[config.mk]
export PLATFORM = sky130hd
export DESIGN_NAME = ps2_scan_ctrl
export DESIGN_NICKNAME = d
export VERILOG_FILES = /design/src/rtl/ps2_scan_ctrl.sv
export SDC_FILE = /design/constraint.sdc
export NUM_CORES = 1
export LEC_CHECK = 0
export ABC_AREA = 1
export BUFFER_PORTS_ARGS = -buffer_cell sky130_fd_sc_hd__buf_2
export CORE_ASPECT_RATIO = 0.8
export CORE_MARGIN = 4
export CORE_UTILIZATION = 55
export DETAILED_ROUTE_END_ITERATION = 8
export GPL_ROUTABILITY_DRIVEN = 1
export HOLD_SLACK_MARGIN = 0.06
export PLACE_DENSITY_LB_ADDON = 0.25
export SLEW_MARGIN = 20
export SYNTH_ARGS = -nofsm -noshare
export SYNTH_HDL_FRONTEND = slang
export SYNTH_SLANG_ARGS = --single-unit
[constraint.sdc]
create_clock -name clk -period 5.1 [get_ports clk]
set_clock_uncertainty 0.05 [all_clocks]
set_input_delay 0.51 -clock clk [delete_from_list [all_inputs] [get_ports clk]]
set_output_delay 0.51 -clock clk [all_outputs]
set_load 0.1 [all_outputs]
[src/rtl/ps2_scan_ctrl.sv]
// PS/2 scan-code sequencer: gates the receiver, parses E0/F0 prefixed sequences, tracks
// eight held keys and hands press/release events to a consumer through a one-entry buffer.
module ps2_scan_ctrl #(
  parameter int unsigned TIMEOUT_CYC = 2_000_000,
  parameter int unsigned TO_W        = 21
) (
  input  logic       clk,
  input  logic       reset,
  input  logic       en,
  input  logic       rx_done_tick,
  input  logic [7:0] rx_data,
  input  logic       evt_ack,
  input  logic       clr_ovr,
  output logic       rx_en,
  output logic [7:0] key_held,
  output logic       evt_valid,
  output logic [2:0] evt_code,
  output logic       evt_make,
  output logic       overrun,
  output logic       timeout_err
);

  typedef enum logic [1:0] {StIdle, StExt, StBrk, StExtBrk} state_e;

  localparam logic [TO_W-1:0] TimeoutVal = TO_W'(TIMEOUT_CYC);

  state_e          state_q, state_d;
  logic [TO_W-1:0] wd_q, wd_d, wd_inc;
  logic            rx_en_q;
  logic [7:0]      key_held_q, key_held_d;
  logic            evt_valid_q, evt_valid_d;
  logic [2:0]      evt_code_q, evt_code_d;
  logic            evt_make_q, evt_make_d;
  logic            overrun_q, overrun_d;
  logic            timeout_err_q, timeout_err_d;

  logic       is_ctrl, key_hit, dec_ext, dec_brk;
  logic [2:0] key_idx;
  logic       post, post_make, ovr_set;

  assign dec_ext = (state_q == StExt) || (state_q == StExtBrk);
  assign dec_brk = (state_q == StBrk) || (state_q == StExtBrk);
  assign wd_inc  = wd_q + TO_W'(1);

  // Arrow codes only map when an E0 prefix is pending; letters only without it.
  always_comb begin
    is_ctrl = rx_data inside {8'h00, 8'hAA, 8'hEE, 8'hFA, 8'hFC, 8'hFD, 8'hFE, 8'hFF};
    key_hit = 1'b1;
    key_idx = 3'd0;
    if (dec_ext) begin
      case (rx_data)
        8'h75:   key_idx = 3'd4;
        8'h72:   key_idx = 3'd5;
        8'h6B:   key_idx = 3'd6;
        8'h74:   key_idx = 3'd7;
        default: key_hit = 1'b0;
      endcase
    end else begin
      case (rx_data)
        8'h1C:   key_idx = 3'd0;
        8'h32:   key_idx = 3'd1;
        8'h21:   key_idx = 3'd2;
        8'h23:   key_idx = 3'd3;
        default: key_hit = 1'b0;
      endcase
    end
  end

  always_comb begin
    state_d       = state_q;
    wd_d          = wd_q;
    key_held_d    = key_held_q;
    post          = 1'b0;
    post_make     = 1'b0;
    timeout_err_d = 1'b0;
    if (!en) begin
      state_d = StIdle;
      wd_d    = '0;
    end else if (rx_done_tick) begin
      wd_d = '0;
      if (is_ctrl) begin
        state_d = StIdle;
      end else if (rx_data == 8'hE0) begin
        state_d = dec_brk ? StExtBrk : StExt;
      end else if (rx_data == 8'hF0) begin
        state_d = dec_ext ? StExtBrk : StBrk;
      end else begin
        state_d = StIdle;
        if (key_hit) begin
          if (!dec_brk && !key_held_q[key_idx]) begin
            key_held_d[key_idx] = 1'b1;
            post                = 1'b1;
            post_make           = 1'b1;
          end else if (dec_brk && key_held_q[key_idx]) begin
            key_held_d[key_idx] = 1'b0;
            post                = 1'b1;
          end
        end
      end
    end else if (state_q == StIdle) begin
      wd_d = '0;
    end else if (wd_inc == TimeoutVal) begin
      state_d       = StIdle;
      wd_d          = '0;
      timeout_err_d = 1'b1;
    end else begin
      wd_d = wd_inc;
    end
  end

  // A post into a full, un-acked buffer is dropped; set beats clear on the overrun flag.
  always_comb begin
    evt_valid_d = evt_valid_q;
    evt_code_d  = evt_code_q;
    evt_make_d  = evt_make_q;
    ovr_set     = 1'b0;
    if (post) begin
      if (evt_valid_q && !evt_ack) begin
        ovr_set = 1'b1;
      end else begin
        evt_valid_d = 1'b1;
        evt_code_d  = key_idx;
        evt_make_d  = post_make;
      end
    end else if (evt_ack) begin
      evt_valid_d = 1'b0;
    end
    if (ovr_set) begin
      overrun_d = 1'b1;
    end else if (clr_ovr) begin
      overrun_d = 1'b0;
    end else begin
      overrun_d = overrun_q;
    end
  end

  always_ff @(posedge clk or negedge reset) begin
    if (!reset) begin
      state_q       <= StIdle;
      wd_q          <= '0;
      rx_en_q       <= 1'b0;
      key_held_q    <= '0;
      evt_valid_q   <= 1'b0;
      evt_code_q    <= '0;
      evt_make_q    <= 1'b0;
      overrun_q     <= 1'b0;
      timeout_err_q <= 1'b0;
    end else begin
      state_q       <= state_d;
      wd_q          <= wd_d;
      rx_en_q       <= en;
      key_held_q    <= key_held_d;
      evt_valid_q   <= evt_valid_d;
      evt_code_q    <= evt_code_d;
      evt_make_q    <= evt_make_d;
      overrun_q     <= overrun_d;
      timeout_err_q <= timeout_err_d;
    end
  end

  assign rx_en       = rx_en_q;
  assign key_held    = key_held_q;
  assign evt_valid   = evt_valid_q;
  assign evt_code    = evt_code_q;
  assign evt_make    = evt_make_q;
  assign overrun     = overrun_q;
  assign timeout_err = timeout_err_q;

endmodule

==> flow_metrics.env <==
export IMPL_outcome="completed"
export IMPL_dieHeight_um=69.4
export IMPL_hpwl_mm=4.34
export IMPL_power_total_w=0.000573
export IMPL_crit_reg2reg_launch="state_q[0]$_DFFE_PN0P_"
export IMPL_cts_sinks=39
export IMPL_crit_arrival_ns=3.30
export IMPL_path_class="in -> reg"
export IMPL_grt_max_degree=40
export IMPL_clk_pin_slew_ns=0.08
export IMPL_postLayoutCellArea_sq_um=2870
export IMPL_antenna_found_initial=0
export IMPL_wl_met1_mm=2.93
export IMPL_cts_tree="built"
export IMPL_via_count=2455
export IMPL_syn_num_nets=401
export IMPL_final_cell_mix="nand2_1 (117), nor2_1 (58), inv_1 (54)"
export IMPL_leakage_nw=1.35
export IMPL_fillCellCount=458
export IMPL_holdCritPathClass="in -> async"
export IMPL_r2r_slack_ns=2.08
export IMPL_fin_setup_tns_ns=0
export IMPL_postCtsSetupBuffers=0
export IMPL_cellInternalPower_w=0.000416
export IMPL_setup_viol=0
export IMPL_ir_drop_mv=0.133
export IMPL_p_sw_share_pct=27.3
export IMPL_netlist_area_sq_um=2590
export IMPL_relSlewSlack_pct=41.5
export IMPL_hold_viol=0
export IMPL_worst_ep_required_time_ns=5.24
export IMPL_overflow=0
export IMPL_seqPwrFrac_pct=54.5
export IMPL_dieArea_sq_um=5890
export IMPL_fin_crit_sh_pct=62.0
export IMPL_drive_gt1_share_pct=16.7
export IMPL_grt_util_all_layers_pct=20.7
export IMPL_cap_violations=0
export IMPL_clk_insertion_delay_late_ns=0.30
export IMPL_path_common_cell="nand2_1"
export IMPL_slew_viol_final=0
export IMPL_route_met3_wl_um=384
export IMPL_top_layer_used="met4"
export IMPL_fin_nets=433
export IMPL_syn_avg_cell_area_sq_um=6.74
export IMPL_syn_to_final_growth_pct=10.5
export IMPL_portBuffers=29
export IMPL_first_iter_violations=232
export IMPL_rsz0062_at_grt="no"
export IMPL_finalWirelength_mm=5.65
export IMPL_worstPathMaxFanout=12
export IMPL_rows=22
export IMPL_coreArea_sq_um=4570
export IMPL_cellPowerDensity_nw_per_um2=200
export IMPL_yosys_warnings=0
export IMPL_numCtsBuffers=5
export IMPL_worst_slack_ns=1.94
export IMPL_cts_buffer_depth=2
export IMPL_synth_seq_cells=39
export IMPL_drtAntennaViolNets=0
export IMPL_p_sw_w=0.000157
export IMPL_cpMaxStageDelayCell="nor2_1"
export IMPL_die_w_um=84.8
export IMPL_ys_seq_area_share_pct=37.6
export IMPL_diodes=0
export IMPL_first_pass_iters=5
export IMPL_grt_pass1_vias=2205
export IMPL_ys_types=30
export IMPL_crit_path_end_kind="register"
export IMPL_htreeDepth=2
export IMPL_combPwrFrac_pct=9.3
export IMPL_cp_startpoint="rx_data[2]"
export IMPL_met2_length_mm=2.27
export IMPL_start_util_pct=56.8
export IMPL_max_stage_delay_ns=0.47
export IMPL_synth_cells=385
export IMPL_min_period_ns=3.16
export IMPL_grt_pass1_wl_mm=9.99
export IMPL_viasPerCell=5.14
export IMPL_cp_start_kind="input port"
export IMPL_ios=30
export IMPL_gp_congestion=0.904
export IMPL_worst_slew_pin_slew_ns=0.878
export IMPL_ff2ff_path_depth=18
export IMPL_place_area_sq_um=2780
export IMPL_hold_buffers=0
export IMPL_fmax_ghz=0.316
export IMPL_route_detailed_drc=0
export IMPL_pre_cts_slack_ns=1.66
export IMPL_mostFrequentLayoutCell="nand2_1"
export IMPL_wire_per_inst_um=11.8
export IMPL_path_cells="buf_2 > nor2_1 > inv_1 > nor2_1 > nand3_1 > nand3_1 > nand2_1 > inv_1 > nand2_1 > nand2_1 > nand2_1 > nand2_1 > nand2_1 > nand2_1 > inv_1 > ha_1 > nor2_1 > inv_1 > nor3_1 > nand2_1 > nand2_1 > nand2_1"
export IMPL_cts_root_buf="clkbuf_8"
export IMPL_clkPwrFrac_pct=36.3
export IMPL_cts_resized=0
[critical path: cells and delay by family]
kind / cells / cell delay (ns)
adder cells (fa/ha/maj): 1 / 0.26
buffers and inverters: 5 / 0.55
AND/OR/NAND/NOR: 16 / 1.97
[kinds of logic after synthesis]
kind of cell    synth area share [%]
xor+xnor                        1.01
fa+ha+maj                      0.964
compound gates                  6.85
flops                           37.6
buf+inv                         9.16
simple gates                    44.4
[worst min path at each step]
stage	start	to	slack, ns	depth (start not counted)
4_1_cts	reset	overrun$_DFFE_PN0P_	0.31	1
3_5_place_dp	evt_code[1]$_DFFE_PN0P_	evt_code[1]$_DFFE_PN0P_	0.42	2
5_1_grt	en	rx_en$_DFF_PN0_	0.33	1
3_3_place_gp	evt_code[2]$_DFFE_PN0P_	evt_code[2]$_DFFE_PN0P_	0.41	2
2_1_floorplan	reset	asynchronous set/reset pin	0.16	0
6_report	reset	evt_valid$_DFFE_PN0P_	0.28	1
[stage by stage]
stage	util [%]	std cells	hold WS (ns)
2_1_floorplan	-	385	0.164
3_3_place_gp	60.9	470	0.414
3_5_place_dp	60.9	470	0.425
4_1_cts	62.8	478	0.308
5_1_grt	62.8	478	0.325
6_report	62.8	478	0.280
[cells in the mapped netlist]
cell type | number | share of area (%)
nand2_1 | 117 | 17
nor2_1 | 58 | 8.4
inv_1 | 54 | 7.8
dfrtp_1 | 39 | 38
nand3_1 | 35 | 6.8
nor2_2 | 12 | 2.9
nand4_1 | 11 | 2.7
o21ai_0 | 10 | 1.9
nand2_2 | 9 | 2.2
nor2_4 | 4 | 1.7
nor3_1 | 4 | 0.77
o21ai_1 | 4 | 0.77
a21oi_2 | 3 | 1.0
o211ai_1 | 3 | 0.87
o21bai_1 | 3 | 0.87
buf_6 | 2 | 0.87
ha_1 | 2 | 0.96
nand3b_1 | 2 | 0.58
xnor2_1 | 2 | 0.68
a21oi_1 | 1 | 0.19
a21oi_4 | 1 | 0.63
buf_2 | 1 | 0.19
clkbuf_1 | 1 | 0.14
inv_2 | 1 | 0.14
nand2_4 | 1 | 0.43
nand3_4 | 1 | 0.68
nand3b_2 | 1 | 0.43
o2111ai_1 | 1 | 0.34
o22ai_1 | 1 | 0.24
xor2_1 | 1 | 0.34
[metal layers]
| layer | GRT usage [%] | up-vias |
|---|---|---|
| li1 | - | 1268 |
| met3 | 3.92 | 10 |
| met2 | 28.7 | 81 |
| met4 | 6.15 | 0 |
| met1 | 32.5 | 1096 |
| met5 | 0 | - |
[power by group through the flow]
stage                     logic [W]  registers (W)  clock network [W]
final                     0.0000530       0.000312           0.000208
after global routing      0.0000588       0.000312           0.000229
after CTS                 0.0000533       0.000312           0.000213
after detailed placement  0.0000532       0.000318                  0
after global placement    0.0000518       0.000318                  0
after floorplan           0.0000197       0.000331                  0
[final cells by class]
cell class | count | area [sq um] | area share (%)
multi-input cells | 287 | 1380 | 48.2
flip-flops and latches | 39 | 976 | 34.0
inverters | 55 | 206 | 7.20
repair buffers | 29 | 145 | 5.06
well taps | 60 | 75.1 | 2.62
clock buffers | 5 | 68.8 | 2.40
clock inverters | 3 | 15.0 | 0.524
Power figures use the tool's default switching activity.
